<file path="src/rtl/act_layer_seq.sv">
// act_layer_seq: layer sequencer for the accumulate/activation/FC datapath.
// Holds a host-written descriptor table, loads one layer's configuration at a
// time, pulses the conv or FC start, and waits for the activation act_last
// lanes before advancing to the next layer.
// Optional per-layer watchdog: define SEQ_TIMEOUT_EN.
module act_layer_seq #(
    parameter int unsigned NUM_LAYERS     = 8,
    parameter int unsigned ACC_NUM        = 16,
    parameter int unsigned FA_NUM         = 1,
    parameter int unsigned TIMEOUT_CYCLES = 65535
) (
    input  logic                          clk,
    input  logic                          rst_n,
    input  logic                          cfg_wren_i,
    input  logic [$clog2(NUM_LAYERS)-1:0] cfg_addr_i,
    input  logic [27:0]                   cfg_wdata_i,
    input  logic [$clog2(NUM_LAYERS):0]   num_layers_i,
    input  logic                          start_i,
    input  logic                          act_last_i [ACC_NUM+FA_NUM],
    output logic                          busy_o,
    output logic                          done_o,
    output logic [$clog2(NUM_LAYERS)-1:0] layer_idx_o,
    output logic                          conv_start_o,
    output logic                          start_fc_o,
    output logic [4:0]                    ofmap_size_o,
    output logic [5:0]                    ifmap_ch_o,
    output logic [8:0]                    in_node_num_o,
    output logic [6:0]                    out_node_num_o,
    output logic [1:0]                    nth_fully_o,
    output logic                          err_o
);

    localparam int unsigned IW = $clog2(NUM_LAYERS);

    localparam logic [2:0] S_IDLE  = 3'd0;
    localparam logic [2:0] S_LOAD  = 3'd1;
    localparam logic [2:0] S_ISSUE = 3'd2;
    localparam logic [2:0] S_RUN   = 3'd3;
    localparam logic [2:0] S_ADV   = 3'd4;
    localparam logic [2:0] S_DONE  = 3'd5;

    logic [27:0]        table_q [NUM_LAYERS];
    logic [2:0]         state_q, state_d;
    logic [IW:0]        count_q, count_d;
    logic [IW-1:0]      layer_idx_q, layer_idx_d;
    logic [1:0]         nth_fully_q, nth_fully_d;
    logic               cur_fc_q, cur_fc_d;
    logic [ACC_NUM-1:0] sticky_q, sticky_d;
    logic [4:0]         ofmap_size_q, ofmap_size_d;
    logic [5:0]         ifmap_ch_q, ifmap_ch_d;
    logic [8:0]         in_node_num_q, in_node_num_d;
    logic [6:0]         out_node_num_q, out_node_num_d;

    logic [ACC_NUM-1:0] conv_last;
    logic [ACC_NUM-1:0] lanes_seen;
    logic               fc_last;
    logic               layer_done;
    logic [27:0]        desc;

`ifdef SEQ_TIMEOUT_EN
    localparam logic [15:0] TimeoutLast = 16'(TIMEOUT_CYCLES - 1);
    logic [15:0] cnt_q, cnt_d;
    logic        err_q, err_d;
`endif

    // Host descriptor writes, accepted only while idle; contents survive reset.
    always_ff @(posedge clk) begin
        if (cfg_wren_i && state_q == S_IDLE) begin
            table_q[cfg_addr_i] <= cfg_wdata_i;
        end
    end

    // Split the activation last lanes into the conv group and the FC lane.
    always_comb begin
        conv_last = '0;
        for (int unsigned i = 0; i < ACC_NUM; i++) begin
            conv_last[i] = act_last_i[i];
        end
        fc_last    = act_last_i[ACC_NUM];
        lanes_seen = sticky_q | conv_last;
        layer_done = cur_fc_q ? fc_last : &lanes_seen;
        desc       = table_q[layer_idx_q];
    end

    // Sequencer next-state and configuration update.
    always_comb begin
        state_d        = state_q;
        count_d        = count_q;
        layer_idx_d    = layer_idx_q;
        nth_fully_d    = nth_fully_q;
        cur_fc_d       = cur_fc_q;
        sticky_d       = sticky_q;
        ofmap_size_d   = ofmap_size_q;
        ifmap_ch_d     = ifmap_ch_q;
        in_node_num_d  = in_node_num_q;
        out_node_num_d = out_node_num_q;
`ifdef SEQ_TIMEOUT_EN
        cnt_d          = cnt_q;
        err_d          = err_q;
`endif
        case (state_q)
            S_IDLE: begin
                if (start_i) begin
                    count_d     = num_layers_i;
                    layer_idx_d = '0;
                    nth_fully_d = '0;
                    sticky_d    = '0;
`ifdef SEQ_TIMEOUT_EN
                    err_d       = 1'b0;
`endif
                    state_d     = (num_layers_i == '0) ? S_DONE : S_LOAD;
                end
            end
            S_LOAD: begin
                cur_fc_d = desc[27];
                if (desc[27]) begin
                    in_node_num_d  = desc[15:7];
                    out_node_num_d = desc[6:0];
                end else begin
                    ofmap_size_d = desc[26:22];
                    ifmap_ch_d   = desc[21:16];
                end
                state_d = S_ISSUE;
            end
            S_ISSUE: begin
                sticky_d = '0;
`ifdef SEQ_TIMEOUT_EN
                cnt_d    = '0;
`endif
                state_d  = S_RUN;
            end
            S_RUN: begin
                if (!cur_fc_q) begin
                    sticky_d = lanes_seen;
                end
                if (layer_done) state_d = S_ADV;
`ifdef SEQ_TIMEOUT_EN
                else if (cnt_q == TimeoutLast) begin
                    err_d   = 1'b1;
                    state_d = S_DONE;
                end else begin
                    cnt_d = cnt_q + 16'd1;
                end
`endif
            end
            S_ADV: begin
                if (cur_fc_q && nth_fully_q != 2'd3) begin
                    nth_fully_d = nth_fully_q + 2'd1;
                end
                if ({1'b0, layer_idx_q} == count_q - (IW+1)'(1)) begin
                    state_d = S_DONE;
                end else begin
                    layer_idx_d = layer_idx_q + IW'(1);
                    state_d     = S_LOAD;
                end
            end
            S_DONE:  state_d = S_IDLE;
            default: state_d = S_IDLE;
        endcase
    end

    // State and configuration registers, synchronous active-low reset.
    always_ff @(posedge clk) begin
        if (!rst_n) begin
            state_q        <= S_IDLE;
            count_q        <= '0;
            layer_idx_q    <= '0;
            nth_fully_q    <= '0;
            cur_fc_q       <= 1'b0;
            sticky_q       <= '0;
            ofmap_size_q   <= '0;
            ifmap_ch_q     <= '0;
            in_node_num_q  <= '0;
            out_node_num_q <= '0;
`ifdef SEQ_TIMEOUT_EN
            cnt_q          <= '0;
            err_q          <= 1'b0;
`endif
        end else begin
            state_q        <= state_d;
            count_q        <= count_d;
            layer_idx_q    <= layer_idx_d;
            nth_fully_q    <= nth_fully_d;
            cur_fc_q       <= cur_fc_d;
            sticky_q       <= sticky_d;
            ofmap_size_q   <= ofmap_size_d;
            ifmap_ch_q     <= ifmap_ch_d;
            in_node_num_q  <= in_node_num_d;
            out_node_num_q <= out_node_num_d;
`ifdef SEQ_TIMEOUT_EN
            cnt_q          <= cnt_d;
            err_q          <= err_d;
`endif
        end
    end

    assign busy_o         = (state_q != S_IDLE);
    assign done_o         = (state_q == S_DONE);
    assign conv_start_o   = (state_q == S_ISSUE) && !cur_fc_q;
    assign start_fc_o     = (state_q == S_ISSUE) && cur_fc_q;
    assign layer_idx_o    = layer_idx_q;
    assign ofmap_size_o   = ofmap_size_q;
    assign ifmap_ch_o     = ifmap_ch_q;
    assign in_node_num_o  = in_node_num_q;
    assign out_node_num_o = out_node_num_q;
    assign nth_fully_o    = nth_fully_q;
`ifdef SEQ_TIMEOUT_EN
    assign err_o          = err_q;
`else
    // Without the watchdog the limit has no effect and err_o is constant 0.
    assign err_o          = 1'b0 & (TIMEOUT_CYCLES != 0);
`endif

endmodule
</file>
<file path="config.mk">
export PLATFORM = sky130hd
export DESIGN_NAME = act_layer_seq
export DESIGN_NICKNAME = d
export VERILOG_FILES = /design/src/rtl/act_layer_seq.sv
export SDC_FILE = /design/constraint.sdc
export NUM_CORES = 1
export LEC_CHECK = 0
export BUFFER_PORTS_ARGS = -buffer_cell sky130_fd_sc_hd__buf_2
export CORE_MARGIN = 2
export CORE_UTILIZATION = 40
export CTS_CLUSTER_SIZE = 25
export DETAILED_ROUTE_END_ITERATION = 7
export PLACE_DENSITY = 0.57
export SYNTH_ARGS = -nofsm -noshare
export SYNTH_HDL_FRONTEND = slang
export SYNTH_SLANG_ARGS = --single-unit
</file>
<file path="constraint.sdc">
create_clock -name clk -period 5.7 [get_ports clk]
set_input_delay 1.14 -clock clk [delete_from_list [all_inputs] [get_ports clk]]
set_output_delay 1.14 -clock clk [all_outputs]
set_load 0.01 [all_outputs]
</file>
==> impl_metrics.tcl <==
set metrics [dict create \
    drive_above_1_share_pct 31.0 \
    synth_ff_type "edfxtp_1" \
    fmax_mhz 322 \
    finClkSkew_ps 11.5 \
    synthesis.area_um2 10800 \
    post_cts_buffers 0 \
    r2r_end "table_q[1][24]$_DFFE_PP_" \
    cpPeakStageDelay_ps 740 \
    start_util_pct 40.5 \
    slew_headroom_pct 31.1 \
    hold-path-cell-count 2 \
    syn_nets 692 \
    hold_ws_ps 459 \
    ys_async_sr_fraction_pct 0 \
    io_pins 93 \
    drt_wl_total_um 22100 \
    overflow 0 \
    rsz0062_at_grt "false" \
    cts.htree.levels 1 \
    track_usage_pct 15.4 \
    cellPowerDensity_nw_per_um2 349 \
    synth_area_leader_cell "edfxtp_1" \
    dr_total_vias 5759 \
    cts_buffers 28 \
    clk_path_buf_depth 3 \
    timing.final.crit_period_ps 3100 \
    timing.rr.start "state_q[2]$_SDFFE_PN0P_" \
    cts_root_buffer "clkbuf_16" \
    endpoint_kind "output pin" \
    die_h_um 168 \
    drt_iter0_markers 461 \
    synth.top_cells.by_count "edfxtp_1, dfxtp_1, mux4_2, nand2_1, nand3_1" \
    ys_seq_elements 283 \
    fin_nets 789 \
    cp-startpoint "state_q[2]$_SDFFE_PN0P_" \
    synth_edf_count 224 \
    grt_max_degree 60 \
    grt_pass1_vias 5801 \
    yosysMostFrequentCell "edfxtp_1" \
    totalPowerFinal_w 0.00441 \
    worst_pin_slew_ps 1030 \
    peakVddDrop_mv 0.192 \
    hold_path_class "reg -> reg" \
    cp.required_ps 4560 \
    status "finished clean" \
    ys.warnings.count 0 \
    dp_hpwl_um 12400 \
    seq_area_frac_synth_pct 73.1 \
    cts.sinks 283 \
    std_cell_rows 60 \
    finalCritPeriodShare_pct 54.4 \
    antenna_found_initial 3 \
    avgRoutedWirePerCell_um 20.2 \
    ys_top_cells_by_area "edfxtp_1, mux4_2, dfxtp_1" \
    area_growth_pct 16.6 \
    first_pass_iters 5 \
    synth.distinct_cells 45 \
    final-hold-violation-count 0 \
    final_max_slew_viol_count 0 \
    cp_slowest_cell "nor3_1" \
    total_leakage_power_nw 4.17 \
    cts_tree "built" \
    portBuffers 91 \
    setup_viol 0 \
    drtAntennaViolNets 0 \
    die_area_um2 28400 \
    cts_resized 0 \
    ctsHoldBuffers 0 \
    vias_per_cell 5.26 \
    reg2reg_slack_ps 3050 \
    synth_top_area_share_pct 62.2 \
    crit_end "busy_o" \
    crit_type "reg -> out" \
    maxCapViolations 0 \
    syn_avg_cell_area_um2 17.1 \
    r2r_cells 4 \
    die_w_um 168 \
    critical_path.startpoint_type "flop" \
    drc 0 \
    syn_inst 633 \
    grt_pass1_wl_um 33300 \
    path_cells "nor3_1, inv_1, buf_2" \
    cp.arrival_ps 1960 \
    tns_ps 0 \
    insertion_delay_ps 540 \
    routabilityCongestion 0.759 \
    cp_max_fo 16 \
    core-area_um2 26700 \
    cts.clk_slew.worst_paths_ps 60 \
]
## final cells by class
cell class | count | area (um2)
Fill cell | 2285 | 14100
Sequential cell | 283 | 7920
Multi-Input combinational cell | 308 | 2770
Clock buffer | 40 | 797
Timing Repair Buffer | 105 | 568
Tap cell | 341 | 427
Clock inverter | 11 | 123
Inverter | 4 | 15.0
Antenna cell | 3 | 7.51
## power breakdown
group | leakage, nW | internal (W) | switching, W
Combinational | 1.22 | 0.0000924 | 0.000159
Clock | 0.444 | 0.00110 | 0.000725
Sequential | 2.51 | 0.00230 | 0.0000356
## cell usage in the layout, fill, tap and decap left out, types with 4 or more instances in the layout
cell type  instances
nand3_1           35
clkbuf_16         29
nor2_1            25
edfxtp_1         224
buf_4             13
mux4_2            54
dfxtp_1           57
xnor2_1            4
clkinv_1           6
clkbuf_1           8
buf_2             91
a21oi_1           19
nor2_2             6
nand2_1           42
inv_1              4
o22ai_1            9
o21ai_0           29
mux2i_1            6
nor2b_1            5
mux2_2            27
a21boi_0           5
## critical path: cells and delay by family (launching register included)
family,cells,cell delay [ps]
buffers and inverters,2,240
flip-flops,1,450
AND/OR/NAND/NOR,1,740
## registers in the layout (all words and copies together) (netlist names), named ones only
signal          cells
cur_fc_q            1
in_node_num_o       9
count_q             4
sticky_q           16
ifmap_ch_o          6
nth_fully_o         2
table_q           224
out_node_num_o      7
state_q             3
layer_idx_o         3
ofmap_size_o        5
## per-stage QoR
step	std cells	worst slack, ps	util [%]	area (um2)
final	1095	2600	47.2	12600
after global routing	1092	2380	47.2	12600
after CTS	1091	2520	47.1	12600
after detailed placement	1040	2530	43.7	11700
after global placement	1040	2780	43.7	11700
after floorplan	633	1940	-	10800
## cell families (layout without fill, tap and decap cells)
| logic type | after synthesis | after routing | share of synthesized area (%) |
|---|---|---|---|
| AOI/OAI and AO/OA | 74 | 74 | 3.99 |
| xor gates and xnor gates | 5 | 5 | 0.405 |
| adders and majority gates | 3 | 3 | 0.347 |
| buffers and inverters | 42 | 160 | 1.56 |
| DFF | 283 | 283 | 73.1 |
| muxes | 87 | 87 | 14.6 |
| other | 1 | 4 | 0.0347 |
| and+or+nand+nor | 138 | 138 | 5.97 |
## metal layers
layer / routed length, um / GRT usage (%)
met5: 11 / 0
met4: 462 / 4.57
met3: 1120 / 3.09
met2: 10800 / 26.4
met1: 9650 / 20.1
## how the worst min path moves through the flow
| stage | startpoint | endpoint |
|---|---|---|
| 6_report | ofmap_size_o[4]$_SDFFE_PN0P_ | ofmap_size_o[4]$_SDFFE_PN0P_ |
| 5_1_grt | sticky_q[0]$_SDFFE_PN0P_ | sticky_q[0]$_SDFFE_PN0P_ |
| 4_1_cts | ofmap_size_o[4]$_SDFFE_PN0P_ | ofmap_size_o[4]$_SDFFE_PN0P_ |
| 3_5_place_dp | ofmap_size_o[3]$_SDFFE_PN0P_ | ofmap_size_o[3]$_SDFFE_PN0P_ |
| 3_3_place_gp | ifmap_ch_o[5]$_SDFFE_PN0P_ | ifmap_ch_o[5]$_SDFFE_PN0P_ |
| 2_1_floorplan | sticky_q[10]$_SDFFE_PN0P_ | sticky_q[10]$_SDFFE_PN0P_ |
No activity file was read; power rests on OpenSTA's default activity.
